===== src/rtl/warmup_sequencer_pkg.sv =====
// Shared definitions for the heater warm-up sequencer.
// Latency: n/a (types and constants only).
// Backpressure: n/a.
package warmup_sequencer_pkg;

  // 3-bit state codes, also exported on the STATE debug port.
  typedef enum logic [2:0] {
    ST_IDLE  = 3'd0,
    ST_CLR_H = 3'd1,
    ST_HEAT  = 3'd2,
    ST_CLR_S = 3'd3,
    ST_SOAK  = 3'd4,
    ST_RDY   = 3'd5,
    ST_FLT   = 3'd6
  } state_e;

  // Cycles the counter reset is held low on each timer restart.
  localparam int unsigned CLR_CYCLES_DEF = 2;

  // The counter strobes are active low.
  localparam logic TIMER_ASSERT = 1'b0;
  localparam logic TIMER_IDLE   = 1'b1;

endpackage


===== src/rtl/warmup_sequencer_sync2.sv =====
// Two-flop synchroniser for one asynchronous level input.
// Latency: 2 clk cycles from input edge to q.
// Backpressure: none; samples every cycle.
module warmup_sequencer_sync2 (
  input  logic clk,
  input  logic rst,
  input  logic d,
  output logic q
);

  logic meta_q, meta_d;
  logic sync_q, sync_d;

  // Shift the sample one stage per clock.
  always_comb begin
    meta_d = d;
    sync_d = meta_q;
  end

  // Synchroniser flops, cleared by the synchronous reset.
  always_ff @(posedge clk) begin
    if (rst) begin
      meta_q <= 1'b0;
      sync_q <= 1'b0;
    end else begin
      meta_q <= meta_d;
      sync_q <= sync_d;
    end
  end

  assign q = sync_q;

endmodule


===== src/rtl/warmup_sequencer.sv =====
// Heater warm-up sequencer: heat until TEMPOK, soak SOAK_TIME seconds, then READY.
// Latency: outputs registered; TEMPOK acts 3 cycles after its edge (2 sync + 1 FSM).
// Backpressure: none; REQ low aborts to IDLE from any state on the next edge.
module warmup_sequencer
  import warmup_sequencer_pkg::*;
#(
  parameter logic [15:0] HEAT_TIMEOUT = 16'd600,
  parameter logic [15:0] SOAK_TIME    = 16'd30,
  parameter int unsigned CLR_CYCLES   = CLR_CYCLES_DEF
) (
  input  logic        MCLK,
  input  logic        RESET,
  input  logic        REQ,
  input  logic        TEMPOK,
  input  logic [15:0] TIMEELAPSED,
  input  logic        OVFL,
  output logic        TIMER_nSTART,
  output logic        TIMER_nRESET,
  output logic        HEATER_EN,
  output logic        READY,
  output logic        FAULT,
  output logic [2:0]  STATE
);

  localparam int unsigned PW = $clog2(CLR_CYCLES + 1);
  // Last restart phase: the single cycle that releases reset and pulses start.
  localparam logic [PW-1:0] PH_LAST = PW'(CLR_CYCLES);

  state_e        state_q, state_d;
  logic [PW-1:0] phase_q, phase_d;
  logic          nstart_q, nstart_d;
  logic          nreset_q, nreset_d;
  logic          heater_q, heater_d;
  logic          ready_q, ready_d;
  logic          fault_q, fault_d;
  logic          tok_s;
  logic          heat_expired;
  logic          soak_done;

  warmup_sequencer_sync2 u_tok_sync (
    .clk (MCLK),
    .rst (RESET),
    .d   (TEMPOK),
    .q   (tok_s)
  );

  // The timer reads 0 throughout a restart, so these never fire on stale counts.
  assign heat_expired = (TIMEELAPSED >= HEAT_TIMEOUT);
  assign soak_done    = (TIMEELAPSED >= SOAK_TIME);

  // Next-state: REQ low always wins, then the per-state priority order.
  always_comb begin
    state_d = state_q;
    phase_d = '0;
    unique case (state_q)
      ST_IDLE: begin
        if (REQ) state_d = ST_CLR_H;
      end
      ST_CLR_H, ST_CLR_S: begin
        if (!REQ) begin
          state_d = ST_IDLE;
        end else if (phase_q == PH_LAST) begin
          state_d = (state_q == ST_CLR_H) ? ST_HEAT : ST_SOAK;
        end else begin
          phase_d = phase_q + PW'(1);
        end
      end
      ST_HEAT: begin
        if (!REQ)                      state_d = ST_IDLE;
        else if (OVFL || heat_expired) state_d = ST_FLT;
        else if (tok_s)                state_d = ST_CLR_S;
      end
      ST_SOAK: begin
        if (!REQ)           state_d = ST_IDLE;
        else if (!tok_s)    state_d = ST_CLR_H;
        else if (soak_done) state_d = ST_RDY;
        else if (OVFL)      state_d = ST_FLT;
      end
      ST_RDY: begin
        if (!REQ)        state_d = ST_IDLE;
        else if (!tok_s) state_d = ST_CLR_H;
      end
      ST_FLT: begin
        if (!REQ) state_d = ST_IDLE;
      end
      default: state_d = ST_IDLE;
    endcase
  end

  // Output decode from the next state so every output flop changes with STATE.
  always_comb begin
    nstart_d = TIMER_IDLE;
    nreset_d = TIMER_ASSERT;
    heater_d = 1'b0;
    ready_d  = 1'b0;
    fault_d  = 1'b0;
    unique case (state_d)
      ST_CLR_H, ST_CLR_S: begin
        heater_d = 1'b1;
        if (phase_d == PH_LAST) begin
          nreset_d = TIMER_IDLE;
          nstart_d = TIMER_ASSERT;
        end
      end
      ST_HEAT, ST_SOAK: begin
        heater_d = 1'b1;
        nreset_d = TIMER_IDLE;
      end
      ST_RDY: begin
        heater_d = 1'b1;
        ready_d  = 1'b1;
        nreset_d = TIMER_IDLE;
      end
      ST_FLT: begin
        fault_d = 1'b1;
      end
      default: ;
    endcase
  end

  // State, restart phase and registered outputs.
  always_ff @(posedge MCLK) begin
    if (RESET) begin
      state_q  <= ST_IDLE;
      phase_q  <= '0;
      nstart_q <= TIMER_IDLE;
      nreset_q <= TIMER_ASSERT;
      heater_q <= 1'b0;
      ready_q  <= 1'b0;
      fault_q  <= 1'b0;
    end else begin
      state_q  <= state_d;
      phase_q  <= phase_d;
      nstart_q <= nstart_d;
      nreset_q <= nreset_d;
      heater_q <= heater_d;
      ready_q  <= ready_d;
      fault_q  <= fault_d;
    end
  end

  assign TIMER_nSTART = nstart_q;
  assign TIMER_nRESET = nreset_q;
  assign HEATER_EN    = heater_q;
  assign READY        = ready_q;
  assign FAULT        = fault_q;
  assign STATE        = state_q;

endmodule


===== config.mk =====
export PLATFORM = sky130hd
export DESIGN_NAME = warmup_sequencer
export DESIGN_NICKNAME = d
export VERILOG_FILES = /design/src/rtl/warmup_sequencer_pkg.sv /design/src/rtl/warmup_sequencer_sync2.sv /design/src/rtl/warmup_sequencer.sv
export SDC_FILE = /design/constraint.sdc
export NUM_CORES = 1
export LEC_CHECK = 0
export CORE_MARGIN = 8
export CORE_UTILIZATION = 38
export DETAILED_ROUTE_END_ITERATION = 8
export PLACE_DENSITY = 0.76
export SETUP_SLACK_MARGIN = 0.05
export SYNTH_ARGS = -nofsm -noshare
export SYNTH_HDL_FRONTEND = slang
export SYNTH_SLANG_ARGS = --single-unit
export TNS_END_PERCENT = 50

===== constraint.sdc =====
create_clock -name MCLK -period 2.55 [get_ports MCLK]
set_input_delay 0.765 -clock MCLK [delete_from_list [all_inputs] [get_ports MCLK]]
set_output_delay 0.765 -clock MCLK [all_outputs]
set_load 0.03 [all_outputs]

Word level (Yosys, flattened, before mapping)
Index checks and enable logic that the tools add are counted.
{"block": "word_totals", "rom_bits": 0, "output_inout_bits": 8, "latch_bits": 0, "regBits": 12, "elab_cells": 58, "in_bits": 21, "mem_count": 0, "ram_bits": 0}
{"block": "classes", "mul": 0, "reduce_logical": 7, "bitwise_logic": 1, "add_sub_neg": 1, "mux": 24, "magnitude_cmp": 2, "div_mod_pow": 0, "eq_ne": 14, "shifts": 0}
{"op": "$mux W3", "n": 14}
{"op": "$eq A3 B3 Y1 const B", "n": 6}
{"op": "$pmux W3 S6", "n": 1}
{"op": "$ge A16 B10 Y1 const B", "n": 1}
{"op": "$ge A16 B5 Y1 const B", "n": 1}
{"op": "$eq A3 B2 Y1 const B", "n": 4}
{"op": "$eq A3 B1 Y1 const B", "n": 2}
{"op": "$mux W2", "n": 3}
{"op": "$reduce_or A2 Y1", "n": 3}
{"op": "$mux W1", "n": 5}
{"op": "$reduce_or A5 Y1", "n": 1}
{"op": "$eq A2 B2 Y1 const B", "n": 2}
{"op": "$logic_not A3 Y1", "n": 1}
{"op": "$reduce_or A3 Y1", "n": 1}
{"op": "$add A2 B1 Y2 const B", "n": 1}
{"op": "$pmux W1 S2", "n": 1}
{"op": "$logic_or A1 B1 Y1", "n": 1}
{"op": "$not A1 Y1", "n": 1}

Depth between registers and ports, before layout
{"block": "logic_depth", "depth_word": 9, "depth_mapped": 6}

Cells and area by module
A second synthesis with hierarchy kept.
{"block": "unflattened", "hier_cells": 61, "area_unflattened_um2": 598.1}
{"module": "warmup_sequencer", "seq_area_each_um2": 200.2, "area_each_um2": 545.5, "cells_per_inst": 57, "instances": 1}
{"module": "warmup_sequencer_sync2", "seq_area_each_um2": 40.0, "area_each_um2": 52.6, "cells_per_inst": 4, "instances": 1}

Least setup slack after synthesis
Ideal clock, no wire load.
{"block": "synth_timing", "path_kind": "input-to-reg", "start": "input TIMEELAPSED[10]", "end": "register nreset_q, in the netlist TIMER_nRESET", "n_path_buf": 0, "t_arrival_ns": 1.906, "cell_stages": 5, "path_slack_ns": 0.530, "required_time_ns": 2.436, "setup_ns": 0.114, "cell_sequence": "nor4_2 nand2_1 or3_1 a31o_1 a21o_1"}
{"block": "synth_via", "elab_chain_cells": 8, "elab_cells_between_ends": 17, "classes_between": "order compare: 2; eq/ne: 5; mux: 7; reduce/logical: 3"}
{"element": "start: declaration", "line": "warmup_sequencer.sv:15", "rtl": "input logic [15:0] TIMEELAPSED,"}
{"element": "$ge A16 B5 Y1 / $ge A16 B10 Y1 (equally long branches)", "line": "warmup_sequencer.sv:49, warmup_sequencer.sv:48"}
{"element": "$mux W3 / $logic_or A1 B1 Y1 (equally long branches)", "line": "warmup_sequencer.sv:76, warmup_sequencer.sv:70"}
{"element": "$mux W3 (on tied branches)", "line": "warmup_sequencer.sv:75, warmup_sequencer.sv:70"}
{"element": "$mux W3 (on tied branches)", "line": "warmup_sequencer.sv:74, warmup_sequencer.sv:69"}
{"element": "$pmux W3 S6 (*)", "line": "warmup_sequencer.sv:55", "rtl": "unique case (state_q)"}
{"element": "$eq A3 B3 Y1 (tied with other cells)", "line": "warmup_sequencer.sv:97", "rtl": "unique case (state_d)"}
{"element": "$reduce_or A3 Y1 (no line) / $reduce_or A2 Y1 (equally long branches)"}
{"element": "$pmux W1 S2 (*)", "line": "warmup_sequencer.sv:97"}
{"element": "end signal: assignment", "line": "warmup_sequencer.sv:135", "rtl": "nreset_q <= nreset_d;"}
{"element": "end: declaration", "line": "warmup_sequencer.sv:32", "rtl": "logic nreset_q, nreset_d;"}
Mark *: on every way between the ends. The rest lies on a longest branch, timed or not.
A chain may end at the register's enable or synchronous reset.

Final worst setup path
{"block": "layout_timing", "start": "input TIMEELAPSED[3]", "end": "register nreset_q, in the netlist TIMER_nRESET"}
Same word-level chain as after synthesis.

==> out/results.tsv <==
stage	metric	value	unit
run_status	outcome	finished, final reports clean	
floorplanning	ios	29	
clocking	cts_setup_buffers	0	
clocking	post_cts_resize_count	0	
floorplanning	initial_utilization	0.396	
timing	hold_viol	0	
worst_setup_path	path_max_fanout	3	
worst_setup_path	cp.arrival	2.50	ns
hold_path	min_to	u_tok_sync.q$_SDFF_PP0_	
timing	finalCritPeriodShare	0.916	
worst_setup_path	critPathBufInv	1	
floorplanning	rows	14	
final_layout	layout.nets	119	
worst_setup_path	reg2reg_from	STATE[2]$_SDFF_PP0_	
place	gp_congestion	0.750	
final_layout	area_delta_synth_final	55.2	%
logic_synthesis	yosys_register_bits	12	
routing	drc	0	
logic_synthesis	yosysWarnings	0	
pwr	leakage	0.339	nW
routing	ant_nets	0	
hold_path	hold_class	reg -> reg	
timing	fin_crit	2.34	ns
routing	vias	604	
worst_setup_path	r2r-end	TIMER_nRESET$_SDFF_PP0_	
timing	tightest_slew	0.354	ns
floorplanning	core_area	1490	sq um
timing	hold_ws	0.440	ns
timing	rsz0062_at_grt	false	
worst_setup_path	reg2regPathDepth	5	
floorplanning	die_x	55.4	um
worst_setup_path	slowest_stage	clkdlybuf4s50_1	
logic_synthesis	ys_seq_area_frac	0.408	
hold_path	worst_hold_path.num_cells	1	
worst_setup_path	worstPathRequired	2.71	ns
worst_setup_path	cp-start-kind	input port	
timing	slew_headroom	0.763	
place	io_buffers	27	
global_routing	grt_pass1_wl	2740	um
clocking	cts_made_buffers	3	
final_layout	fillers	134	
routing	wl_per_cell	13.8	um
logic_synthesis	async_flop_share	0	
logic_synthesis	syn_avg_cell_area	8.80	sq um
job	maxCapViolations	0	
timing	fmax	428	MHz
logic_synthesis	post_synth_num_cell_types	29	
hold_path	min_from	u_tok_sync.meta_q$_SDFF_PP0_	
routing	post_drt_via_cell_ratio	5.35	
clocking	cts.sinks	12	
floorplanning	die-area	3070	sq um
worst_setup_path	worstSetupPathType	in -> reg	
logic_synthesis	netlist_instances	67	
logic_synthesis	syn_area	589	sq um
global_routing	grt_pass1_vias	651	
clocking	htree_levels	1	
pwr	ir_worst_vdd	0.000337	V
pwr	cellPowerDensity	435	nW/um^2
final_layout	final_cell_mix	clkdlybuf4s50_1 (27), dfxtp_1 (12), nor2_1 (9), nor2b_1 (5), inv_1 (5)	
clocking	holdBufCountCts	0	
clocking	clockBufferDepth	2	
logic_synthesis	synth_ff_type	dfxtp_1	
logic_synthesis	synth_nets	88	
worst_setup_path	cp-end-kind	register	
global_routing	globalRouteTotalUtil	0.104	
timing	finClkSkew	0.00421	ns
clocking	clk_latency	0.27	ns
clocking	cts_tree	yes	
final_layout	final_common_cell	clkdlybuf4s50_1	
global_routing	grt_max_degree	11	
worst_setup_path	cpLargestDelayFamily	compound AO/OA/AOI/OAI gates	
timing	setup_viol	0	
clocking	clkSlewWorstSetupHoldPaths	0.07	ns
routing	routed_wl	1560	um
floorplanning	dieHeight	55.4	um
clocking	root_buffer	clkbuf_4	
global_routing	grt_overflow	0	
place	hpwl	1260	um
worst_setup_path	worstPathCellList	clkdlybuf4s50_1 > a2111oi_4 > nor2_1 > or3_1 > a31o_1 > a21o_1	
final_layout	n_antenna_cell	0	
global_routing	antenna_found_initial	0	
place	postPlaceCellArea	878	sq um
routing	dr.pass1.iters	4	
timing	finalMaxSlewViolations	0	
final_layout	ff_latch_area	240	sq um
worst_setup_path	slowest_delay	0.46	ns
final_layout	layout-drive-gt1-share	0.103	
logic_synthesis	synth_edf_count	0	
worst_setup_path	r2r_setup_slack	0.87	ns
routing	drt_iter0_markers	15	
final_layout	finish.instance_area	915	sq um
final_layout	multi_input_comb_area	322	sq um
-- power breakdown --
part | total, mW | internal (mW) | switching [mW]
registers | 0.194 | 0.191 | 0.00290
clock network | 0.145 | 0.0867 | 0.0579
logic | 0.0594 | 0.0364 | 0.0231
-- sequential cells by signal (all words and copies together) (netlist names) --
signal and flops:
u_tok_sync.meta_q 1, phase_q 2, TIMER_nSTART 1, STATE 3, u_tok_sync.q 1, FAULT 1
HEATER_EN 1, TIMER_nRESET 1, READY 1
-- worst max path at each step --
stage	from	end	slack, ns	depth (start not counted)
floorplan	TIMEELAPSED[10]	TIMER_nRESET$_SDFF_PP0_	0.53	5
global placement	TIMEELAPSED[3]	TIMER_nRESET$_SDFF_PP0_	-0.01	6
detailed placement	TIMEELAPSED[3]	TIMER_nRESET$_SDFF_PP0_	-0.08	6
CTS	TIMEELAPSED[3]	TIMER_nRESET$_SDFF_PP0_	0.21	6
global route	TIMEELAPSED[8]	TIMER_nRESET$_SDFF_PP0_	0.11	6
finish	TIMEELAPSED[3]	TIMER_nRESET$_SDFF_PP0_	0.21	6
-- per-layer routing --
layer / vias to the layer above / track usage / part of all wire
li1: 303 / - / -
met1: 274 / 0.104 / 0.41
met2: 23 / 0.189 / 0.51
met3: 4 / 0.0274 / 0.066
met4: 0 / 0.0528 / 0.018
met5: - / 0 / 0
-- synthesized netlist by cell type, drive strengths merged (2+ instances only) --
master  number  area share
nor2b        5       0.053
nor4         2       0.032
nand3b       2       0.025
dfxtp       12        0.41
o31ai        2       0.025
inv          5       0.032
nor3         4       0.034
nor2         9       0.057
a31o         2       0.030
nand2        4       0.025
nand3        3       0.025
and3b        2       0.030
-- final cells by class --
type / instances / share of cell area
clock buffers: 4 / 0.0397
inverters: 5 / 0.0205
multi-input cells: 48 / 0.352
flip-flops and latches: 12 / 0.263
well taps: 16 / 0.0219
repair buffers: 28 / 0.304
-- per-stage QoR --
| step | total power, mW | std cells | setup slack, ns | setup TNS, ns | utilization |
|---|---|---|---|---|---|
| 2_1_floorplan | 0.216 | 67 | 0.530 | 0 | - |
| 3_3_place_gp | 0.257 | 109 | -0.0138 | -0.0138 | 0.590 |
| 3_5_place_dp | 0.258 | 109 | -0.0774 | -0.0774 | 0.590 |
| 6_report | 0.398 | 113 | 0.214 | 0 | 0.614 |
| 4_1_cts | 0.404 | 113 | 0.209 | 0 | 0.614 |
| 5_1_grt | 0.416 | 113 | 0.108 | 0 | 0.614 |
-- cell families (layout without fill, tap and decap cells) --
group	after synthesis	in the layout	synth area share
buffers and inverters	7	37	0.0467
DFF	12	12	0.408
AOI/OAI and AO/OA	12	12	0.204
and+or+nand+nor	36	36	0.342
No activity file was read; power rests on OpenSTA's default activity.
